===== src/rtl/uart_arb_pkg.sv =====
// Shared types and constants for the UART transmit arbiter and related arbiters.
package uart_arb_pkg;

  typedef enum logic [1:0] {
    ARB_IDLE   = 2'd0,
    ARB_SEND   = 2'd1,
    ARB_WAIT   = 2'd2,
    ARB_SETTLE = 2'd3
  } arb_state_e;

  localparam int         ARB_MAX_REQ  = 8;
  localparam logic [7:0] ARB_TAG_BASE = 8'hA0;

endpackage


===== src/rtl/uart_tx_arbiter_if.sv =====
// Requester and serializer handshake bundle for uart_tx_arbiter.
interface uart_tx_arbiter_if #(
  parameter int NUM_REQ = 4
);
  localparam int IW = $clog2(NUM_REQ);

  logic [NUM_REQ-1:0]   i_Req_DV;
  logic [8*NUM_REQ-1:0] i_Req_Byte;
  logic [NUM_REQ-1:0]   o_Req_Ack;
  logic [IW-1:0]        o_Grant_Idx;
  logic                 o_Busy;
  logic                 o_Tx_DV;
  logic [7:0]           o_Tx_Byte;
  logic                 i_Tx_Active;
  logic                 i_Tx_Done;

  modport master (
    input  i_Req_DV, i_Req_Byte, i_Tx_Active, i_Tx_Done,
    output o_Req_Ack, o_Grant_Idx, o_Busy, o_Tx_DV, o_Tx_Byte
  );

  modport slave (
    output i_Req_DV, i_Req_Byte, i_Tx_Active, i_Tx_Done,
    input  o_Req_Ack, o_Grant_Idx, o_Busy, o_Tx_DV, o_Tx_Byte
  );
endinterface


===== src/rtl/rr_pick.sv =====
// Combinational round-robin winner search: first set request after i_Last, wrapping.
module rr_pick #(
  parameter int N  = 4,
  parameter int IW = $clog2(N)
) (
  input  logic [N-1:0]  i_Req,
  input  logic [IW-1:0] i_Last,
  output logic          o_Valid,
  output logic [IW-1:0] o_Idx
);

  // Scan farthest offset first so the nearest requester after i_Last wins.
  always_comb begin
    o_Valid = 1'b0;
    o_Idx   = '0;
    for (int off = N; off >= 1; off--) begin
      if (i_Req[(int'(i_Last) + off) % N]) begin
        o_Valid = 1'b1;
        o_Idx   = IW'((int'(i_Last) + off) % N);
      end
    end
  end

endmodule


===== src/rtl/uart_tx_arbiter.sv =====
// Round-robin arbiter sharing one uart_tx between NUM_REQ byte producers.
// Optional `UART_ARB_TAG_EN: precede each data frame with tag byte TAG_BASE | grant index.
module uart_tx_arbiter
  import uart_arb_pkg::*;
#(
  parameter int         NUM_REQ  = 4,
  parameter logic [7:0] TAG_BASE = ARB_TAG_BASE
) (
  input  logic               i_Clock,
  input  logic               i_Reset,
  uart_tx_arbiter_if.master  bus
);

  localparam int            IW       = $clog2(NUM_REQ);
  localparam logic [IW-1:0] LAST_RST = IW'(NUM_REQ - 1);

  if (NUM_REQ < 2 || NUM_REQ > ARB_MAX_REQ) begin : g_bad_num_req
    $error("uart_tx_arbiter: NUM_REQ must be 2..8");
  end
  if (TAG_BASE[2:0] != 3'b000) begin : g_bad_tag_base
    $error("uart_tx_arbiter: TAG_BASE low 3 bits must be zero");
  end

  arb_state_e           r_State, w_Next;
  logic [IW-1:0]        r_Last, w_Last_Nxt;
  logic [IW-1:0]        r_Grant, w_Grant_Nxt;
  logic                 r_Tx_DV;
  logic [7:0]           r_Tx_Byte, w_Byte_Nxt;
  logic [NUM_REQ-1:0]   r_Ack, w_Ack_Nxt;
  logic                 r_Busy;
  logic                 w_Pick_Valid;
  logic [IW-1:0]        w_Pick_Idx;
  logic [7:0]           w_Pick_Byte;
`ifdef UART_ARB_TAG_EN
  logic                 r_Tag, w_Tag_Nxt;
  logic                 r_Pend, w_Pend_Nxt;
  logic [7:0]           r_Data, w_Data_Nxt;
`endif

  rr_pick #(.N(NUM_REQ), .IW(IW)) u_pick (
    .i_Req   (bus.i_Req_DV),
    .i_Last  (r_Last),
    .o_Valid (w_Pick_Valid),
    .o_Idx   (w_Pick_Idx)
  );

  assign w_Pick_Byte = bus.i_Req_Byte[8*w_Pick_Idx +: 8];

  always_comb begin
    w_Next      = r_State;
    w_Last_Nxt  = r_Last;
    w_Grant_Nxt = r_Grant;
    w_Byte_Nxt  = r_Tx_Byte;
    w_Ack_Nxt   = '0;
`ifdef UART_ARB_TAG_EN
    w_Tag_Nxt   = r_Tag;
    w_Pend_Nxt  = r_Pend;
    w_Data_Nxt  = r_Data;
`endif
    case (r_State)
      ARB_IDLE: begin
        // A serializer still finishing a pre-reset frame blocks new grants.
        if (w_Pick_Valid && !bus.i_Tx_Active) begin
          w_Grant_Nxt = w_Pick_Idx;
          w_Next      = ARB_SEND;
`ifdef UART_ARB_TAG_EN
          w_Data_Nxt  = w_Pick_Byte;
          w_Tag_Nxt   = 1'b1;
          w_Pend_Nxt  = 1'b1;
          w_Byte_Nxt  = TAG_BASE | 8'(w_Pick_Idx);
`else
          w_Byte_Nxt  = w_Pick_Byte;
`endif
        end
      end
      ARB_SEND: w_Next = ARB_WAIT;
      ARB_WAIT: begin
        if (bus.i_Tx_Done) begin
          w_Next = ARB_SETTLE;
`ifdef UART_ARB_TAG_EN
          if (r_Tag) begin
            w_Tag_Nxt = 1'b0;
          end else begin
            w_Ack_Nxt[r_Grant] = 1'b1;
            w_Last_Nxt         = r_Grant;
          end
`else
          w_Ack_Nxt[r_Grant] = 1'b1;
          w_Last_Nxt         = r_Grant;
`endif
        end
      end
      ARB_SETTLE: begin
        if (!bus.i_Tx_Active) begin
          w_Next = ARB_IDLE;
`ifdef UART_ARB_TAG_EN
          if (r_Pend) begin
            w_Next     = ARB_SEND;
            w_Pend_Nxt = 1'b0;
            w_Byte_Nxt = r_Data;
          end
`endif
        end
      end
      default: w_Next = ARB_IDLE;
    endcase
  end

  always_ff @(posedge i_Clock or posedge i_Reset) begin
    if (i_Reset) begin
      r_State   <= ARB_IDLE;
      r_Last    <= LAST_RST;
      r_Grant   <= '0;
      r_Tx_DV   <= 1'b0;
      r_Tx_Byte <= 8'h00;
      r_Ack     <= '0;
      r_Busy    <= 1'b0;
`ifdef UART_ARB_TAG_EN
      r_Tag     <= 1'b0;
      r_Pend    <= 1'b0;
      r_Data    <= 8'h00;
`endif
    end else begin
      r_State   <= w_Next;
      r_Last    <= w_Last_Nxt;
      r_Grant   <= w_Grant_Nxt;
      r_Tx_DV   <= (w_Next == ARB_SEND);
      r_Tx_Byte <= w_Byte_Nxt;
      r_Ack     <= w_Ack_Nxt;
      r_Busy    <= (w_Next != ARB_IDLE);
`ifdef UART_ARB_TAG_EN
      r_Tag     <= w_Tag_Nxt;
      r_Pend    <= w_Pend_Nxt;
      r_Data    <= w_Data_Nxt;
`endif
    end
  end

  assign bus.o_Tx_DV     = r_Tx_DV;
  assign bus.o_Tx_Byte   = r_Tx_Byte;
  assign bus.o_Req_Ack   = r_Ack;
  assign bus.o_Grant_Idx = r_Grant;
  assign bus.o_Busy      = r_Busy;

endmodule


===== src/flat_wrapper.sv =====
// flat-port wrapper written by rule: the top's interface ports become plain ports
module uart_tx_arbiter_flat import uart_arb_pkg::*;
#(
  parameter int         NUM_REQ  = 4,
  parameter logic [7:0] TAG_BASE = ARB_TAG_BASE
)
  (i_Clock, i_Reset, bus_i_Req_DV, bus_i_Req_Byte, bus_i_Tx_Active, bus_i_Tx_Done, bus_o_Req_Ack, bus_o_Grant_Idx, bus_o_Busy, bus_o_Tx_DV, bus_o_Tx_Byte);
  uart_tx_arbiter_if #(.NUM_REQ(NUM_REQ)) bus_i ();
  input  logic i_Clock;
  input  logic i_Reset;
  input wire logic [$bits(bus_i.i_Req_DV)-1:0] bus_i_Req_DV;
  input wire logic [$bits(bus_i.i_Req_Byte)-1:0] bus_i_Req_Byte;
  input wire logic [$bits(bus_i.i_Tx_Active)-1:0] bus_i_Tx_Active;
  input wire logic [$bits(bus_i.i_Tx_Done)-1:0] bus_i_Tx_Done;
  output wire logic [$bits(bus_i.o_Req_Ack)-1:0] bus_o_Req_Ack;
  output wire logic [$bits(bus_i.o_Grant_Idx)-1:0] bus_o_Grant_Idx;
  output wire logic [$bits(bus_i.o_Busy)-1:0] bus_o_Busy;
  output wire logic [$bits(bus_i.o_Tx_DV)-1:0] bus_o_Tx_DV;
  output wire logic [$bits(bus_i.o_Tx_Byte)-1:0] bus_o_Tx_Byte;
  assign bus_i.i_Req_DV = bus_i_Req_DV;
  assign bus_i.i_Req_Byte = bus_i_Req_Byte;
  assign bus_i.i_Tx_Active = bus_i_Tx_Active;
  assign bus_i.i_Tx_Done = bus_i_Tx_Done;
  assign bus_o_Req_Ack = bus_i.o_Req_Ack;
  assign bus_o_Grant_Idx = bus_i.o_Grant_Idx;
  assign bus_o_Busy = bus_i.o_Busy;
  assign bus_o_Tx_DV = bus_i.o_Tx_DV;
  assign bus_o_Tx_Byte = bus_i.o_Tx_Byte;
  uart_tx_arbiter #(.NUM_REQ(NUM_REQ), .TAG_BASE(TAG_BASE)) u_core (.i_Clock(i_Clock), .i_Reset(i_Reset), .bus(bus_i));
endmodule

===== config.mk =====
export PLATFORM = sky130hd
export DESIGN_NAME = uart_tx_arbiter_flat
export DESIGN_NICKNAME = d
export VERILOG_FILES = /design/src/rtl/uart_arb_pkg.sv /design/src/rtl/uart_tx_arbiter_if.sv /design/src/rtl/rr_pick.sv /design/src/rtl/uart_tx_arbiter.sv /design/src/flat_wrapper.sv
export SDC_FILE = /design/constraint.sdc
export NUM_CORES = 1
export LEC_CHECK = 0
export CORE_MARGIN = 2
export CORE_UTILIZATION = 25
export CTS_CLUSTER_SIZE = 14
export DETAILED_ROUTE_END_ITERATION = 12
export PLACE_DENSITY = 0.54
export SLEW_MARGIN = 20
export SYNTH_ARGS = -nofsm -noshare
export SYNTH_HDL_FRONTEND = slang
export SYNTH_HIERARCHICAL = 1
export SYNTH_SLANG_ARGS = --single-unit

===== constraint.sdc =====
create_clock -name i_Clock -period 1.8 [get_ports i_Clock]
set_input_delay 0.36 -clock i_Clock [delete_from_list [all_inputs] [get_ports i_Clock]]
set_output_delay 0.36 -clock i_Clock [all_outputs]
set_load 0.01 [all_outputs]

Yosys cells after proc, flatten, opt, wreduce, memory -nomap -nowiden
Index checks and enable logic that the tools add are counted.
- flip-flop bits (word level): 20
- latch bits: 0
- memory bits (writable): 0
- memory bits (read-only): 0
- input port bits: 40
- output and inout bits: 16
- word-level logic and storage cells: 65
- memories: 0
- add/subtract/negate cells: 4
- $mul: 0
- div/mod/pow operators: 0
- order comparisons: 6
- equality and inequality tests: 4
- shifts and indexed selects: 1
- muxes and demuxes: 28
- bitwise gates (word level): 4
- reductions and logical operators: 11
- operators with widths (cell ; count):
    32-bit by 6-bit variable part select with 8-bit output ; 1
    3-bit by 4-bit < comparator with 1-bit output (second input constant) ; 4
    2-bit two-way mux ; 7
    1-bit two-way mux ; 13
    1-bit binary-select mux with 2-bit select ; 4
    4-bit two-way mux ; 2
    2-bit one-hot mux with 4 select lines ; 1
    2-bit OR reduction ; 4
    2-bit by 1-bit adder with 2-bit output (second input constant) ; 2
    2-bit adder (second input constant) ; 2
    1-bit bitwise AND (first input constant) ; 4
    2-bit by 1-bit == test with 1-bit output (second input constant) ; 2
    2-bit == test (second input constant) ; 2
    2-bit AND reduction ; 2
    2-bit by 3-bit < comparator with 1-bit output (second input constant) ; 1
    1-bit demux with 2-bit select ; 1
    2-bit by 1-bit greater-or-equal comparator with 1-bit output (second input constant) ; 1
    1-bit logical AND ; 2
    2-bit logical NOT ; 1
    2-bit nonzero test ; 1
    1-bit logical NOT ; 1

Longest topological paths before layout
Gate-level depths: netlist of the first run.
- depth in word-level cells: 14
- gate-level depth with buffers: 6
- gate-level depth less buffers: 5

By module
Netlist of the first run, hierarchy kept.
- by module, submodules not included (module ; times used ; cells each ; area an instance (sq um) ; seq. area each (sq um)):
    uart_tx_arbiter ; 1 ; 66 ; 967.2 ; 503.0
    rr_pick ; 1 ; 14 ; 91.3 ; 0.0

Worst setup path after synthesis of the first run
Ideal clock, no wire load.
- path type: register -> register
- start point: register u_core.r_Last[1]
- end point: register u_core.r_Tx_Byte[0] (netlist: u_core/bus.o_Tx_Byte[0])
- library setup time: 0.125 ns
- arrival time: 1.811 ns
- required time: 1.675 ns
- slack: -0.136 ns
- cell stages (with the launch flop): 7
- buffers on the path: 1
- period minus slack after synthesis: 1.936 ns
- cell sequence: dfstp_2 -> nand2b_1 -> a21oi_2 -> o221ai_2 -> buf_6 -> mux4_2 -> mux2_4
- elaborated cells on any way between the ends: 27
- those cells by class: 4 x add/sub; 1 x shift; 20 x mux; 2 x reduce/logical
- RTL lines (element ; RTL line ; text):
    start: declaration ; uart_tx_arbiter.sv:25 ; logic [IW-1:0] r_Last, w_Last_Nxt;
    start signal: assignment ; uart_tx_arbiter.sv:125 ; r_Last <= w_Last_Nxt;
    2-bit by 1-bit adder with 2-bit output ; rr_pick.sv:17 ; if (i_Req[(int'(i_Last) + off) % N]) begin
    1-bit binary-select mux with 2-bit select ; rr_pick.sv:17 ;
    1-bit two-way mux (implied by the code) (2 in series) ; rr_pick.sv:17 ;
    2-bit two-way mux (3 in series) ; rr_pick.sv:17 ;
    2-bit two-way mux (*) ; rr_pick.sv:17 ;
    net u_core.w_Pick_Idx[0] ; uart_tx_arbiter.sv:32 ; logic [IW-1:0] w_Pick_Idx;
    32-bit by 6-bit variable part select with 8-bit output (*) ; uart_tx_arbiter.sv:47 ; assign w_Pick_Byte = bus.i_Req_Byte[8*w_Pick_Idx +: 8];
    end signal: assignment ; uart_tx_arbiter.sv:128 ; r_Tx_Byte <= w_Byte_Nxt;
    end: declaration ; uart_tx_arbiter.sv:28 ; logic [7:0] r_Tx_Byte, w_Byte_Nxt;
Mark *: on every way through the listed nets, which the timed path passes. The rest lies on a longest branch. The select of a mux whose other input is x is not followed.
A chain may end at the register's enable or synchronous reset.

Final worst setup path of the first run
- start point: register u_core.r_Last[1]
- end point: register u_core.r_Tx_Byte[1] (netlist: u_core/bus.o_Tx_Byte[1])
The elaborated chain is that of the path after synthesis.

==> results of run 1 <==
how the worst min path moves through the flow:
stage | start | to | slack, ns | depth (start not counted)
4_1_cts | i_Reset | u_core/bus.o_Req_Ack[1] | 0.39 | 2
5_1_grt | i_Reset | u_core/bus.o_Req_Ack[1] | 0.42 | 2
6_report | i_Reset | u_core/bus.o_Tx_DV | 0.37 | 2
3_5_place_dp | u_core/bus.o_Grant_Idx[1] | u_core/bus.o_Req_Ack[0] | 0.49 | 1
2_1_floorplan | i_Reset | u_core/bus.o_Busy | 0.32 | 1
3_3_place_gp | u_core/bus.o_Grant_Idx[0] | u_core/bus.o_Req_Ack[0] | 0.48 | 1
layer usage:
layer | track usage [%] | vias up | routed length (um) | share of wire, %
li1 | - | 422 | - | -
met1 | 12.4 | 409 | 939 | 38
met2 | 18.5 | 46 | 1250 | 50
met3 | 4.82 | 2 | 286 | 11
met4 | 3.92 | 0 | 18 | 0.72
met5 | 0 | - | 0 | 0
repair_timing:
action                                  in CTS  in global routing
gates resized for setup                      3                  3
endpoints found under the setup margin       8                  8
setup buffers                                0                  1
cloned                                       0                  0
cells in the final DEF (no fill, tap or decap), drive strengths merged:
master         count
nor4b              1
clkbuf             4
mux4               8
nand3b             1
buf               11
and2b              1
a31oi              1
nand2              6
mux2               8
nand3              1
dfrtp             18
a21oi              3
o21ai              5
o21bai             1
dfstp              2
nand2b             3
nor3               4
a22oi              1
dlygate4sd2        2
inv                4
o221ai             1
clkdlybuf4s50     53
nor2               6
mux2i              1
stage by stage:
step,power (W),TNS [ns]
final,0.00235,-1.66
after global routing,0.00251,-2.03
after CTS,0.00235,-1.79
after detailed placement,0.00199,-4.63
after global placement,0.00198,-4.29
after floorplan,0.00144,-1.08
flip-flops by register name, indices dropped and copies added, names as in the netlist:
signal                  flops
u_core/bus.o_Busy           1
u_core/bus.o_Grant_Idx      2
u_core/r_State              2
u_core/r_Last               2
u_core/bus.o_Tx_Byte        8
u_core/bus.o_Tx_DV          1
u_core/bus.o_Req_Ack        4
area by class of cell:
type	instances	area (um^2)	share of cell area, %
Timing Repair Buffer	66	656	36.2
Multi-Input combinational cell	52	522	28.8
Sequential cell	20	503	27.7
Tap cell	50	62.6	3.45
Clock buffer	4	55.1	3.04
Inverter	4	15.0	0.828
cells by family (layout without fill, tap and decap cells):
| kind of cell | Yosys count | after routing |
|---|---|---|
| flops | 20 | 20 |
| buf+inv | 8 | 74 |
| simple gates | 23 | 23 |
| mux | 17 | 17 |
| compound gates | 12 | 12 |
report_power, final:
| part | switching [W] | internal, W | total (W) |
|---|---|---|---|
| Combinational | 0.000427 | 0.000779 | 0.00121 |
| Sequential | 0.000155 | 0.000654 | 0.000810 |
| Clock | 0.000136 | 0.000194 | 0.000331 |
| Total | 0.000719 | 0.00163 | 0.00235 |
==> flow_metrics.py, run 1 <==
metrics = {
    "finish": {
        "area_delta_synth_final_pct": 71.3,
        "fin_nets": 187,
        "fin_area_um2": 1810,
        "drive_above_1_share_pct": 25.3,
        "fin_util_pct": 45.0,
        "fill_cells": 359,
        "antenna-diode-count": 0,
        "final_cells": 196,
    },
    "timing": {
        "fin_skew_ns": 0.00161,
        "fmaxAchievable_mhz": 496,
        "worst_pin_slew_ns": 0.364,
        "period_needed_ns": 2.01,
        "slew_viol_final": 0,
        "hold_violations": 0,
        "slew_headroom_pct": 75.7,
        "min_period_over_period_pct": 112,
        "rsz0062_at_grt": "true",
        "holdWs_ns": 0.370,
        "setup_viol": 8,
        "worst_slack_ns": -0.214,
    },
    "job": {
        "drv_cap": 0,
    },
    "cts": {
        "insertion_delay_ns": 0.25,
        "hold_buffers": 0,
        "htreeDepth": 1,
        "clock-sinks": 20,
        "cts.clk_slew.worst_paths_ns": 0.07,
        "clock_path_buffers": 2,
        "cts.root.buffer_cell": "clkbuf_8",
        "cts_tree": "yes",
        "cts_made_buffers": 3,
    },
    "critical_path": {
        "critPathLaunchType": "register",
        "critical_path.top_delay_family": "multiplexers",
        "startpoint": "u_core/r_Last[1]",
        "reg2reg_from": "u_core/r_Last[1]",
        "path_class": "reg -> reg",
        "endpoint_kind": "register",
        "cp-endpoint": "u_core/bus.o_Tx_Byte[1]",
        "cp.depth": 6,
        "worst-path-max-fanout": 9,
        "crit_required_ns": 1.94,
        "reg2reg_to": "u_core/bus.o_Tx_Byte[1]",
        "r2r_slack_ns": -0.21,
        "crit_path_cell_trace": "nand2b_4 -> a21oi_2 -> o221ai_2 -> buf_12 -> mux4_2 -> mux2_4",
        "arrival_ns": 2.15,
        "cp.buffers_inverters": 1,
        "reg2reg_depth": 6,
        "cp_slowest_cell": "dfstp_2",
        "slowest_delay_ns": 0.57,
    },
    "synth": {
        "yosysSeqAreaShare_pct": 47.5,
        "async_flop_share_pct": 100,
        "synthFlopType": "dfrtp_1",
        "yosysTopAreaCell": "dfrtp_1",
        "synth-compound-area-share_pct": 7.57,
        "synthTopCellsByCount": "18 x dfrtp_1, 8 x mux4_2, 6 x nand2_1, 6 x nor2_1, 5 x o21ai_0",
        "synth_xor_area_share_pct": 0,
        "synth_edf_count": 0,
        "synth_seq_cells": 20,
        "synth_top_cell_area_share_pct": 42.6,
        "synth_top_family_by_area": "multiplexers",
        "synthCells": 80,
        "synth_fp_nets": 120,
        "ys_top_cells_by_area": "dfrtp_1 43%, mux4_2 17%, mux2_4 5.7%, dfstp_2 5.0%, mux2_2 4.3%",
        "synth_fa_ha_area_share_pct": 0,
        "synth.avg_cell_area_um2": 13.2,
        "synthesis.area_um2": 1060,
        "yosys.area_share.simple_pct": 12.1,
        "yosysMostFrequentCell": "dfrtp_1",
        "ys_types": 24,
        "synth_mux_area_share_pct": 27.9,
        "yosysWarnings": 6,
    },
    "detailed_routing": {
        "dr.pass1.iters": 4,
        "drtIter0Drc": 14,
        "ant_nets": 0,
        "post_drt_wl_per_cell_um": 12.7,
        "drcViolationCount": 0,
        "vias": 879,
        "drt-total-wl_mm": 2.49,
        "vias_per_cell": 4.48,
    },
    "grt": {
        "grt_pass1_wl_mm": 4.24,
        "grt.overflow.total": 0,
        "grt_use_total_pct": 11.0,
        "grt_max_degree": 15,
        "grt_pass1_vias": 963,
        "antenna_found_initial": 0,
    },
    "pwr": {
        "p_leak_nw": 0.748,
        "power_density_nw_per_um2": 1290,
        "ir_drop_v": 0.000483,
    },
    "die": {
        "start_util_pct": 26.3,
        "die_y_um": 69.1,
        "core_area_um2": 4030,
        "num_rows": 23,
        "dieWidth_um": 69.1,
        "io_pins": 56,
        "dieArea_um2": 4770,
    },
    "placement": {
        "gp_congestion": 0.688,
        "dp_hpwl_mm": 2.06,
        "placed_cells": 191,
        "post_dp_cell_area_um2": 1730,
        "portBuffers": 55,
        "pre_cts_slack_ns": -0.579,
    },
    "min_path": {
        "min_path_type": "in -> async",
    },
    "run_status": {
        "violations": "negative setup slack",
        "status": "finished, violations left",
    },
}
No activity file was read; power rests on OpenSTA's default activity.
==> run 2: changes to the inputs <==
Settings changed: CORE_MARGIN 2 to unset, SLEW_MARGIN 20 to unset.
==> run 2 against run 1 <==
The flow still finishes with violations (negative setup slack). Register-to-register slack barely moved. Die area fell by 5.7%. Clock skew barely moved. First-iteration DRC count fell by 43%. Sequential power barely moved. Setup slack got worse by 0.0026 ns. Cell count fell by 1.0%. Routed wire length fell by 3.5%. Total power rose by 3.2%. Via count fell by 1.9%. Clock-buffer cell count fell by 1. Highest routed layer unchanged.
==> flow_metrics.py, run 2 (synthesis results as in run 1) <==
metrics = {
    "detailed_routing": {
        "ant_nets": 0,
        "vias": 862,
        "post_drt_wl_per_cell_um": 12.4,
        "drcViolationCount": 0,
        "drt-total-wl_mm": 2.40,
        "vias_per_cell": 4.44,
        "dr.pass1.iters": 4,
        "drtIter0Drc": 8,
    },
    "timing": {
        "setup_viol": 8,
        "worst_slack_ns": -0.217,
        "slew_viol_final": 0,
        "period_needed_ns": 2.02,
        "fmaxAchievable_mhz": 496,
        "slew_headroom_pct": 81.2,
        "fin_skew_ns": 0.00178,
        "min_period_over_period_pct": 112,
        "hold_violations": 0,
        "rsz0062_at_grt": "true",
        "worst_pin_slew_ns": 0.281,
    },
    "critical_path": {
        "reg2reg_from": "u_core/r_Last[1]",
        "endpoint_kind": "register",
        "reg2reg_depth": 6,
        "startpoint": "u_core/r_Last[1]",
        "cp-endpoint": "u_core/bus.o_Tx_Byte[6]",
        "slowest_delay_ns": 0.56,
        "critPathLaunchType": "register",
        "arrival_ns": 2.16,
        "worst-path-max-fanout": 9,
        "crit_required_ns": 1.94,
        "path_class": "reg -> reg",
        "crit_path_cell_trace": "nand2b_4 -> a21oi_2 -> o221ai_2 -> buf_12 -> mux4_2 -> mux2_4",
        "reg2reg_to": "u_core/bus.o_Tx_Byte[6]",
        "r2r_slack_ns": -0.22,
        "cp_slowest_cell": "dfstp_2",
    },
    "die": {
        "core_area_um2": 4030,
        "num_rows": 23,
        "die_y_um": 67.1,
        "dieArea_um2": 4500,
        "start_util_pct": 26.3,
        "dieWidth_um": 67.1,
        "io_pins": 56,
    },
    "grt": {
        "grt_pass1_wl_mm": 4.14,
        "grt.overflow.total": 0,
        "grt_use_total_pct": 12.7,
        "grt_pass1_vias": 987,
        "antenna_found_initial": 0,
        "grt_max_degree": 21,
    },
    "pwr": {
        "power_density_nw_per_um2": 1340,
        "ir_drop_v": 0.000470,
        "p_leak_nw": 0.744,
    },
    "placement": {
        "dp_hpwl_mm": 1.97,
        "gp_congestion": 0.679,
        "placed_cells": 190,
        "portBuffers": 55,
        "post_dp_cell_area_um2": 1730,
        "pre_cts_slack_ns": -0.576,
    },
    "min_path": {
        "min_path_type": "in -> async",
    },
    "finish": {
        "drive_above_1_share_pct": 24.3,
        "final_cell_mix": "52 x clkdlybuf4s50_1, 18 x dfrtp_1, 8 x mux4_2, 7 x buf_4",
        "final_common_cell": "clkdlybuf4s50_1",
        "fin_area_um2": 1810,
        "fin_nets": 185,
        "fin_util_pct": 44.9,
        "final_cells": 194,
        "area_delta_synth_final_pct": 70.9,
        "largest_reg_flops": 8,
        "antenna-diode-count": 0,
    },
    "cts": {
        "cts_tree": "yes",
        "insertion_delay_ns": 0.25,
        "cts.root.buffer_cell": "clkbuf_8",
        "cts.clk_slew.worst_paths_ns": 0.07,
        "clock-sinks": 20,
        "htreeDepth": 1,
        "post_cts_buffers": 0,
        "clock_path_buffers": 2,
        "cts_made_buffers": 3,
    },
    "run_status": {
        "status": "finished, violations left",
        "violations": "negative setup slack",
    },
    "job": {
        "drv_cap": 0,
    },
}
==> run 2: repair_timing <==
action | CTS | global route
endpoints found under the setup margin | 8 | 8
gates resized for setup | 5 | 1
endpoints found under the hold margin | 0 | 0
hold buffers | 0 | 0
==> run 2: critical path: cells and delay by family (launching register included) <==
kind	cells	cell delay [ns]
mux	2	0.77
flops	1	0.56
compound gates	2	0.26
buf+inv	1	0.18
simple gates	1	0.13
==> run 2: layout make-up <==
cell class                 count  area, um^2
timing repair buffer          64         639
tap                           50        62.6
multi-input combinational     52         518
fill                         374        2220
clock inverter                 1        30.0
inverter                       4        15.0
clock buffer                   3        41.3
sequential                    20         503
==> run 2: metal layers <==
layer	global-route usage [%]	vias to the layer above	routed length, um
met5	0	-	0
met4	4.79	0	30
met3	5.99	4	318
met2	21.8	51	1140
met1	13.4	390	911
li1	-	417	-
==> run 2: report_power, final <==
| part | switching (W) | leakage, nW | internal, W |
|---|---|---|---|
| registers | 0.000156 | 0.242 | 0.000654 |
| clock network | 0.000139 | 0.0357 | 0.000296 |
| logic | 0.000422 | 0.466 | 0.000755 |
==> run 2: how the worst min path moves through the flow <==
| stage | start | end | depth (start not counted) |
|---|---|---|---|
| finish | i_Reset | u_core/bus.o_Tx_Byte[4] | 3 |
| global route | i_Reset | u_core/bus.o_Tx_Byte[2] | 3 |
| CTS | i_Reset | u_core/bus.o_Tx_Byte[6] | 3 |
| detailed placement | u_core/bus.o_Grant_Idx[1] | u_core/bus.o_Req_Ack[1] | 1 |
| global placement | u_core/bus.o_Grant_Idx[0] | u_core/bus.o_Req_Ack[0] | 1 |
| floorplan | i_Reset | u_core/bus.o_Busy | 1 |
==> run 2: through the flow <==
stage          hold slack [ns]  TNS [ns]  power (W)
2_1_floorplan            0.322     -1.08    0.00144
3_3_place_gp             0.488     -4.47    0.00197
3_5_place_dp             0.492     -4.75    0.00198
4_1_cts                  0.441     -1.82    0.00245
5_1_grt                  0.446     -2.33    0.00260
6_report                 0.440     -1.66    0.00242
==> run 3: changes to the inputs <==
Settings changed: PLACE_DENSITY 0.54 to 0.52.
Clock period 1.8 ns to 2 ns, I/O delays scaled along.
==> run 3 against run 2 <==
Final area unchanged. Total power decreased by 9.9%. Clock power decreased by 8.9%. Global-route usage fell by 1.2 points. Non-clock buffer count unchanged. Sequential cell count is the same. Critical path type unchanged. Register-to-register slack gained 0.19 ns. The run still ends with negative setup slack left. Via count up 2.4%. Utilization is the same. Worst hold slack got worse by 0.033 ns. Combinational power fell by 10%. Clock skew rose by 0.0055 ns.
==> flow_metrics.py, run 3 (synthesis results as in run 1) <==
metrics = {
    "cts": {
        "cts.root.buffer_cell": "clkbuf_8",
        "cts.clk_slew.worst_paths_ns": 0.08,
        "insertion_delay_ns": 0.25,
        "post_cts_buffers": 0,
        "cts_tree": "yes",
        "clock_path_buffers": 2,
        "clock-sinks": 20,
        "htreeDepth": 1,
        "cts_made_buffers": 3,
    },
    "timing": {
        "hold_violations": 0,
        "slew_headroom_pct": 79.2,
        "tns_ns": -0.200,
        "period_needed_ns": 2.03,
        "worst_pin_slew_ns": 0.312,
        "slew_viol_final": 0,
        "worst_slack_ns": -0.0303,
        "setup_viol": 8,
        "fin_skew_ns": 0.00726,
        "fmaxAchievable_mhz": 493,
        "min_period_over_period_pct": 102,
        "rsz0062_at_grt": "true",
    },
    "min_path": {
        "min_path_type": "in -> async",
    },
    "pwr": {
        "pwr-share-comb_pct": 48.7,
        "p_clk_share_pct": 18.2,
        "power_density_nw_per_um2": 1210,
        "swShare_pct": 29.7,
        "ir_drop_v": 0.000429,
        "p_int_w": 0.00153,
        "p_leak_nw": 0.744,
        "net-switching-power_w": 0.000647,
        "seq_power_share_pct": 33.1,
    },
    "grt": {
        "grt_pass1_vias": 897,
        "grt_pass1_wl_mm": 3.80,
        "grt.overflow.total": 0,
        "antenna_found_initial": 0,
        "grt_use_total_pct": 11.5,
        "grt_max_degree": 14,
    },
    "placement": {
        "gp_congestion": 0.680,
        "dp_hpwl_mm": 1.98,
        "pre_cts_slack_ns": -0.433,
        "portBuffers": 55,
    },
    "run_status": {
        "status": "finished, violations left",
        "violations": "negative setup slack",
    },
    "critical_path": {
        "path_class": "reg -> reg",
        "arrival_ns": 2.17,
        "crit_required_ns": 2.14,
        "critPathLaunchType": "register",
        "worst-path-max-fanout": 9,
        "endpoint_kind": "register",
    },
    "die": {
        "dieArea_um2": 4500,
        "start_util_pct": 26.3,
        "die_y_um": 67.1,
        "core_area_um2": 4030,
        "io_pins": 56,
        "num_rows": 23,
        "dieWidth_um": 67.1,
    },
    "job": {
        "drv_cap": 0,
    },
    "detailed_routing": {
        "drtIter0Drc": 32,
        "dr.pass1.iters": 4,
        "vias_per_cell": 4.55,
        "vias": 883,
        "ant_nets": 0,
        "drcViolationCount": 0,
        "drt-total-wl_mm": 2.40,
        "post_drt_wl_per_cell_um": 12.4,
    },
    "finish": {
        "largest_reg_flops": 8,
        "area_delta_synth_final_pct": 70.9,
        "final_cell_mix": "52 x clkdlybuf4s50_1, 18 x dfrtp_1, 8 x mux4_2, 7 x buf_4",
        "fill_cells": 374,
        "drive_above_1_share_pct": 24.3,
        "fin_nets": 185,
        "antenna-diode-count": 0,
        "final_common_cell": "clkdlybuf4s50_1",
    },
}
run 3: cell counts in the layout (fill, tap and decap cells not counted):
Identical to the previous run, type by type.
run 3: worst paths after layout:
kind	endpoint	startpoint	slack, ns	depth (start not counted)
worst max-delay path	u_core/bus.o_Tx_Byte[4]	u_core/r_Last[1]	-0.03	6
worst min-delay path	u_core/bus.o_Tx_Byte[3]	i_Reset	0.41	2
worst max register to register	u_core/bus.o_Tx_Byte[4]	u_core/r_Last[1]	-0.03	6
worst min register to register	u_core/bus.o_Req_Ack[2]	u_core/bus.o_Grant_Idx[0]	0.50	1
max in group asynchronous	u_core/r_Last[0]	i_Reset	1.04	3
min in group i_Clock	u_core/bus.o_Req_Ack[2]	u_core/bus.o_Grant_Idx[0]	0.50	1
run 3: worst max-delay path, cell delays in order (launching register included):
cell	delay [ns]
dfstp_2	0.57
nand2b_4	0.13
a21oi_2	0.06
o221ai_2	0.21
buf_12	0.18
mux4_2	0.49
mux2_2	0.27
run 3: power groups by stage:
stage	logic [W]	clock network (W)	registers, W
detailed placement	0.00106	0	0.000726
global placement	0.00104	0	0.000722
finish	0.00106	0.000397	0.000723
global route	0.00115	0.000426	0.000750
CTS	0.00108	0.000408	0.000725
floorplan	0.000531	0	0.000763
run 3: timing repair:
action	4_1_cts	5_1_grt
hold buffers	0	0
gates resized for setup	6	0
endpoints found under the setup margin	8	8
run 3: area by class of cell:
type / instances / area [um^2] / share of cell area (%)
Clock buffer: 3 / 41.3 / 2.28
Clock inverter: 1 / 30.0 / 1.66
Inverter: 4 / 15.0 / 0.830
Multi-Input combinational cell: 52 / 518 / 28.6
Sequential cell: 20 / 503 / 27.8
Tap cell: 50 / 62.6 / 3.46
Timing Repair Buffer: 64 / 639 / 35.3
run 3: routing by layer:
layer	global-route usage (%)	share of wire, %	vias to the layer above
met5	0	0	-
met4	3.19	0.33	0
met3	4.28	10	2
met2	18.9	49	44
met1	13.9	40	420
li1	-	-	417
run 3: metrics by stage:
| step | cells | utilization, % | instance area [um^2] | hold WS [ns] | total power [W] |
|---|---|---|---|---|---|
| floorplan | 80 | - | 1060 | 0.362 | 0.00129 |
| global placement | 190 | 42.9 | 1730 | 0.485 | 0.00177 |
| detailed placement | 190 | 42.9 | 1730 | 0.489 | 0.00178 |
| CTS | 194 | 44.9 | 1810 | 0.422 | 0.00222 |
| global route | 194 | 44.9 | 1810 | 0.450 | 0.00233 |
| finish | 194 | 44.9 | 1810 | 0.408 | 0.00218 |
